### src/rtl/mem_stage_ctrl.sv
// mem_stage_ctrl
// Memory-stage controller for a five-stage pipeline. It forwards the EX/MEM
// data request to the cache, stalls the front of the pipeline until the cache
// answers, loads the MEM/WB pipeline register, freezes on halt, and counts
// stalled cycles.
//
// Ports
//   CLK, nRST            clock, asynchronous active-low reset
//   *_EX_MEM             EX/MEM pipeline register contents
//   dhit, dmemload       cache completion strobe and read data
//   flush_MEM_WB         load a bubble into MEM/WB
//   dREN, dWEN           cache read/write request (write wins if both set)
//   daddr, dstore        cache request address and store data
//   mem_stall            hold EX/MEM and earlier stages
//   *_MEM_WB, wsel_MEM_WB  MEM/WB pipeline register outputs
//   stall_cycles         saturating count of stalled cycles
module mem_stage_ctrl (
  input  logic        CLK,
  input  logic        nRST,
  input  logic        WEN_EX_MEM,
  input  logic        dmemREN_EX_MEM,
  input  logic        dmemWEN_EX_MEM,
  input  logic        halt_EX_MEM,
  input  logic [31:0] dmemaddr_EX_MEM,
  input  logic [31:0] dmemstore_EX_MEM,
  input  logic [31:0] result_EX_MEM,
  input  logic [1:0]  reg_dest_EX_MEM,
  input  logic [4:0]  Rt_EX_MEM,
  input  logic [4:0]  Rd_EX_MEM,
  input  logic        dhit,
  input  logic [31:0] dmemload,
  input  logic        flush_MEM_WB,
  output logic        dREN,
  output logic        dWEN,
  output logic [31:0] daddr,
  output logic [31:0] dstore,
  output logic        mem_stall,
  output logic        WEN_MEM_WB,
  output logic        halt_MEM_WB,
  output logic [31:0] result_MEM_WB,
  output logic [31:0] dmemload_MEM_WB,
  output logic [4:0]  wsel_MEM_WB,
  output logic [31:0] stall_cycles
);

  typedef enum logic [1:0] {
    IDLE   = 2'd0,
    WAIT   = 2'd1,
    HALTED = 2'd2
  } state_t;

  state_t      r_state;
  state_t      w_nextState;
  logic        w_req;
  logic        w_stall;
  logic        w_advance;
  logic [4:0]  w_wsel;

  logic        r_wen;
  logic        r_halt;
  logic [31:0] r_result;
  logic [31:0] r_load;
  logic [4:0]  r_wsel;
  logic [31:0] r_stallCycles;

  assign w_req  = dmemREN_EX_MEM | dmemWEN_EX_MEM;
  assign daddr  = dmemaddr_EX_MEM;
  assign dstore = dmemstore_EX_MEM;

  // A cycle with no stall moves the EX/MEM contents on, unless we are halted.
  assign w_advance = ~w_stall & (r_state != HALTED);

  // Destination code 3 aliases Rd.
  always_comb begin
    case (reg_dest_EX_MEM)
      2'd0:    w_wsel = Rt_EX_MEM;
      2'd2:    w_wsel = 5'd31;
      default: w_wsel = Rd_EX_MEM;
    endcase
  end

  // State register.
  always_ff @(posedge CLK or negedge nRST) begin
    if (!nRST) r_state <= IDLE;
    else       r_state <= w_nextState;
  end

  // Next state and cache request. A dhit without a request is ignored because
  // the stall term is gated by w_req. Halt only takes effect on a cycle that
  // actually advances, so a pending access finishes before HALTED.
  always_comb begin
    w_nextState = r_state;
    w_stall     = 1'b0;
    dREN        = 1'b0;
    dWEN        = 1'b0;
    case (r_state)
      IDLE, WAIT: begin
        dWEN = dmemWEN_EX_MEM;
        dREN = dmemREN_EX_MEM & ~dmemWEN_EX_MEM;
        if (w_req && !dhit) begin
          w_stall     = 1'b1;
          w_nextState = WAIT;
        end else if (halt_EX_MEM) begin
          w_nextState = HALTED;
        end else begin
          w_nextState = IDLE;
        end
      end
      HALTED: w_nextState = HALTED;
      default: w_nextState = IDLE;
    endcase
  end

  assign mem_stall = w_stall;

  // MEM/WB register: frozen once halted, bubble on stall or flush, otherwise
  // captures the advancing instruction.
  always_ff @(posedge CLK or negedge nRST) begin
    if (!nRST) begin
      r_wen    <= 1'b0;
      r_halt   <= 1'b0;
      r_result <= '0;
      r_load   <= '0;
      r_wsel   <= '0;
    end else if (r_state == HALTED) begin
      r_wen    <= r_wen;
    end else if (flush_MEM_WB || !w_advance) begin
      r_wen    <= 1'b0;
      r_halt   <= 1'b0;
      r_result <= '0;
      r_load   <= '0;
      r_wsel   <= '0;
    end else begin
      r_wen    <= WEN_EX_MEM;
      r_halt   <= halt_EX_MEM;
      r_result <= result_EX_MEM;
      r_load   <= dmemREN_EX_MEM ? dmemload : 32'd0;
      r_wsel   <= w_wsel;
    end
  end

  // Stall counter saturates at all ones.
  always_ff @(posedge CLK or negedge nRST) begin
    if (!nRST)                                 r_stallCycles <= '0;
    else if (w_stall && (r_stallCycles != '1)) r_stallCycles <= r_stallCycles + 32'd1;
  end

  assign WEN_MEM_WB      = r_wen;
  assign halt_MEM_WB     = r_halt;
  assign result_MEM_WB   = r_result;
  assign dmemload_MEM_WB = r_load;
  assign wsel_MEM_WB     = r_wsel;
  assign stall_cycles    = r_stallCycles;

endmodule

### config.mk
export PLATFORM = sky130hd
export DESIGN_NAME = mem_stage_ctrl
export DESIGN_NICKNAME = d
export VERILOG_FILES = /design/src/rtl/mem_stage_ctrl.sv
export SDC_FILE = /design/constraint.sdc
export NUM_CORES = 1
export LEC_CHECK = 0
export BUFFER_PORTS_ARGS = -buffer_cell sky130_fd_sc_hd__clkbuf_2
export CAP_MARGIN = 10
export CORE_AREA = 2 2 125 127
export DETAILED_ROUTE_END_ITERATION = 16
export DIE_AREA = 0 0 127 129
export SKIP_CTS_REPAIR_TIMING = 1
export SLEW_MARGIN = 30
export SYNTH_ARGS = -nofsm -noshare
export SYNTH_HDL_FRONTEND = slang
export SYNTH_SLANG_ARGS = --single-unit
### constraint.sdc
create_clock -name CLK -period 6.35 [get_ports CLK]
set_clock_uncertainty 0.15 [all_clocks]
set_input_delay 0.635 -clock CLK [delete_from_list [all_inputs] [get_ports CLK]]
set_output_delay 0.635 -clock CLK [all_outputs]
set_load 0.02 [all_outputs]
### Word-level counts from Yosys, hierarchy flattened

Cells that the tools add are included.

| operators by class | value |
|---|---|
| add/subtract/negate cells | 1 |
| $mul | 0 |
| reduce and logical (&&, ||, !) cells | 8 |
| bitwise operators | 5 |
| $lt $le $gt $ge | 0 |
| divide/modulo/power cells | 0 |
| equal/unequal tests | 5 |
| shift operators | 0 |
| muxes and demuxes | 14 |

Operators with widths:

| kind | count |
|---|---|
| $mux W32 | 3 |
| $add A32 B1 Y32 const B | 1 |
| $ne A32 B32 Y1 const B | 1 |
| $pmux W5 S2 | 1 |
| $mux W1 | 6 |
| $mux W5 | 1 |
| $eq A2 B2 Y1 const B | 2 |
| $logic_not A2 Y1 | 2 |
| $mux W2 | 2 |
| $pmux W2 S2 | 1 |
| $and A1 B1 Y1 | 2 |
| $eq A2 B1 Y1 const B | 1 |
| $logic_and A1 B1 Y1 | 2 |
| $logic_not A1 Y1 | 2 |
| $ne A2 B2 Y1 const B | 1 |
| $not A1 Y1 | 2 |
| $reduce_or A2 Y1 | 1 |
| $logic_or A1 B1 Y1 | 1 |
| $or A1 B1 Y1 | 1 |

| word-level totals | value |
|---|---|
| memories | 0 |
| ROM bits | 0 |
| bits of input ports | 148 |
| register bits after elaboration | 105 |
| bits in writable memories | 0 |
| bits in latches | 0 |

### Logic depth before layout (Yosys ltp)

| depth | value |
|---|---|
| depth in word-level cells | 9 |
| mapped depth | 7 |
| gate-level depth less buffers | 7 |

### Worst setup path after synthesis

No wires, ideal clock.

| timing | value |
|---|---|
| path type | input to register |
| from | in dhit |
| to | reg r_load[0] (netlist: dmemload_MEM_WB[0]) |
| arrival | 2026 ps |
| data required time | 6079 ps |
| slack | 4053 ps |
| stages on the path | 7 |
| cells stage by stage | o21bai_1 nor2_1 nor3_1 and2_1 buf_2 buf_2 a22o_1 |

| on the way | value |
|---|---|
| word-level cells in the longest chain between the ends | 9 |

RTL lines:

| element | line | RTL |
|---|---|---|
| start: declaration | 30 | `input logic dhit,` |
| $logic_not A1 Y1 | 100 | `if (w_req && !dhit) begin` |
| $logic_and A1 B1 Y1 | 100 |  |
| $mux W1 | 100 |  |
| $mux W1 | 96 | `case (r_state)` |
| net mem_stall | 37 | `output logic mem_stall,` |
| $not A1 Y1 | 71 | `assign w_advance = ~w_stall & (r_state != HALTED);` |
| $and A1 B1 Y1 | 71 |  |
| $logic_not A1 Y1 | 127 | `end else if (flush_MEM_WB \|\| !w_advance) begin` |
| $logic_or A1 B1 Y1 | 127 |  |
| $mux W32 | 127 |  |
| end signal: assignment | 137 | `r_load <= dmemREN_EX_MEM ? dmemload : 32'd0;` |
| end: declaration | 62 | `logic [31:0] r_load;` |

The timed path passes the listed nets, and every way through them passes these cells.
A chain may end at the register's enable or synchronous reset.

### Final worst setup path

| timing | value |
|---|---|
| from | in dmemWEN_EX_MEM |
| to | reg r_load[24] (netlist: dmemload_MEM_WB[24]) |

| on the way | value |
|---|---|
| word-level cells in the longest chain between the ends | 9 |

RTL lines:

| element | line | RTL |
|---|---|---|
| start: declaration | 22 | `input logic dmemWEN_EX_MEM,` |
| $or A1 B1 Y1 | 66 | `assign w_req = dmemREN_EX_MEM \| dmemWEN_EX_MEM;` |
| $logic_and A1 B1 Y1 | 100 |  |
| $mux W1 | 100 |  |
| $mux W1 | 96 |  |
| $not A1 Y1 | 71 |  |
| $and A1 B1 Y1 | 71 |  |
| $logic_not A1 Y1 | 127 |  |
| $logic_or A1 B1 Y1 | 127 |  |
| $mux W32 | 127 |  |

Every way passes these cells.

==> impl_metrics.env <==
export IMPL_pwr_share_seq_pct=42.1
export IMPL_synth_top_cell_area_share_pct=56.3
export IMPL_use_met2_pct=21.8
export IMPL_drt_wl_total_um=11700
export IMPL_cts_tree="built"
export IMPL_wl_per_cell_um=16.6
export IMPL_clk_pin_slew_ps=80
export IMPL_relSlewSlack_pct=47.3
export IMPL_yosys_warnings=0
export IMPL_post_route_period_util_pct=40.4
export IMPL_power_density_nw_per_um2=393
export IMPL_met1_usage_pct=17.5
export IMPL_timing_final_crit_period_ps=2570
export IMPL_p_sw_mw=0.831
export IMPL_clock_power_share_pct=25.8
export IMPL_drt_iter0_drc=181
export IMPL_slew_viol_final=0
export IMPL_setup_viol=0
export IMPL_place_inst=688
export IMPL_crit_path_start_kind="primary input"
export IMPL_initial_core_util_pct=31.2
export IMPL_routed_via_count=3411
export IMPL_synth_enable_flop_cells=0
export IMPL_max_vdd_ir_drop_mv=0.167
export IMPL_die_area_um2=16400
export IMPL_antenna_left=0
export IMPL_netlist_instances=388
export IMPL_leakagePower_nw=3.02
export IMPL_fin_tns_setup_ps=0
export IMPL_crit_required_ps=6490
export IMPL_numClockSinks=105
export IMPL_placed_cell_area_um2=5340
export IMPL_busiest_layer="met2"
export IMPL_final_util_pct=37.7
export IMPL_drt_drc_violations_left=0
export IMPL_max_cap_violations=0
export IMPL_hold_viol_final=0
export IMPL_worstSetupPathType="primary input to flop"
export IMPL_rsz0062_at_grt="false"
export IMPL_cp_arrival_ps=2700
export IMPL_synthTopCellsByCount="dfrtp_1, a22o_1, buf_4"
export IMPL_pwr_share_comb_pct=32.0
export IMPL_fin_hold_ws_ps=30.1
export IMPL_cts_buffer_depth=2
export IMPL_portBuffers=189
export IMPL_fin_cells=704
export IMPL_slowest_stage="and2_2"
export IMPL_antenna_found_initial=0
export IMPL_path_max_fanout=40
export IMPL_synth_top_area_cell="dfrtp_1"
export IMPL_p_int_mw=1.39
export IMPL_areaGrowthSynthToFinish_pct=20.9
export IMPL_place_hpwl_um=8490
export IMPL_p_sw_share_pct=37.4
export IMPL_cts_made_buffers=9
export IMPL_grt_pass1_wl_um=18100
export IMPL_yosysUniqueCellTypes=40
export IMPL_grt_usage_pct=14.1
export IMPL_drive_gt1_share_pct=44.4
export IMPL_root_buffer="clkbuf_16"
export IMPL_status="completed"
export IMPL_overflow=0
export IMPL_postSynthAreaPerCell_um2=12.0
export IMPL_die_w_um=127
export IMPL_post_route_cell_area_um2=5650
export IMPL_synth_seq_area_share_pct=56.3
export IMPL_rows=45
export IMPL_grt_util_met3_pct=5.65
export IMPL_fmax_mhz=390
export IMPL_grt_start_max_net_pins=79
export IMPL_fp_dieH_um=129
export IMPL_cp_cell_sequence="clkbuf_2, o21bai_1, nor2_1, nor3_2, buf_4, and2_2, a22o_1"
export IMPL_async_flop_share_pct=100
export IMPL_place_congestion=0.771
export IMPL_grt_pass1_vias=3403
export IMPL_via_per_inst=4.85
export IMPL_core_area_um2=15000
export IMPL_antenna_cells=0
export IMPL_ctsHtreeMaxLevel=3
export IMPL_min_path_type="primary input to async pin"
export IMPL_worst_pin_slew_ps=790
export IMPL_synth_area_leaders="dfrtp_1, a22o_1, buf_4"
export IMPL_synth_area_um2=4670
export IMPL_clk_latency_ps=350
export IMPL_dr_pass1_iters=4
export IMPL_max_stage_delay_ps=610
export IMPL_nNetsFinal=660
export IMPL_io_pins=318
export IMPL_endpoint_kind="flop"
export IMPL_synthFlopType="dfrtp_1"
export IMPL_synthMostInstantiatedCell="dfrtp_1"
export IMPL_syn_nets=537
export IMPL_ys_ff_latch=105
final timing paths:
kind	start	to	slack (ps)	cells after the start
max in group asynchronous	nRST	stall_cycles[18]	4970	2
min in group CLK	dmemload[12]	dmemload_MEM_WB[12]	340	2
setup reg to reg	stall_cycles[0]	stall_cycles[28]	3950	7
setup / recovery	dmemWEN_EX_MEM	dmemload_MEM_WB[24]	3780	7
hold / removal	nRST	wsel_MEM_WB[0]	30	1
hold reg to reg	stall_cycles[9]	stall_cycles[9]	350	1
power groups by stage:
| stage | clock network, mW | logic [mW] | registers, mW |
|---|---|---|---|
| final | 0.573 | 0.711 | 0.935 |
| after global routing | 0.622 | 0.773 | 0.956 |
| after CTS | 0.593 | 0.725 | 0.936 |
| after detailed placement | 0 | 0.723 | 0.946 |
| after global placement | 0 | 0.714 | 0.942 |
| after floorplan | 0 | 0.316 | 1.12 |
cell type report:
cell class              count  area [um^2]
fillers                  1475         9330
flip-flops and latches    105         2630
multi-input cells         199         1490
repair buffers            192          975
well taps                 188          235
clock buffers              10          229
clock inverters             6         75.1
inverters                   4         15.0
state kept, by name (all words and copies together) (netlist names):
register,count
r_state,2
result_MEM_WB,32
halt_MEM_WB,1
dmemload_MEM_WB,32
stall_cycles,32
wsel_MEM_WB,5
WEN_MEM_WB,1
metal layers:
metal	up-vias	routed length, um
met5	-	0
li1	1560	-
met2	158	5410
met4	0	341
met1	1655	4930
met3	38	1040
stage by stage:
stage,setup WS (ps),power (mW)
final,3780,2.22
after CTS,3730,2.25
after detailed placement,3350,1.67
after floorplan,4050,1.43
after global routing,3510,2.35
after global placement,3080,1.66
worst max-delay path, delay by kind of cell:
family / cells / cell delay [ps]
compound gates: 2 / 570
simple gates: 3 / 980
buf+inv: 2 / 490
kinds of logic (layout without fill, tap and decap cells):
group	after synthesis	count (layout)	synth area share [%]
AND/OR/NAND/NOR	83	83	10.5
buffers and inverters	84	212	12.1
AO/OA/AOI/OAI	86	86	15.4
multiplexers	3	3	0.696
adder cells (fa/ha/maj)	1	1	0.268
XOR/XNOR	26	26	4.88
flip-flops	105	105	56.3
cell usage in the layout (no fill, tap or decap), types with 2 or more instances in the layout:
cell	netlist	layout
clkbuf_2	0	188
nor3_1	3	2
xnor2_1	8	8
nor2_4	1	2
nand3_1	8	8
nor3_2	6	7
nor2_1	23	23
and4_1	4	4
a22o_1	71	71
inv_1	4	4
o21bai_1	2	2
clkinv_4	0	2
o21ai_0	6	6
nand2_1	17	17
clkbuf_16	0	9
dfrtp_1	105	105
mux2_2	2	2
o21a_1	3	3
xor2_1	18	18
nand2_2	2	2
nand4_1	7	7
buf_4	64	3
No activity file was read; power rests on OpenSTA's default activity.
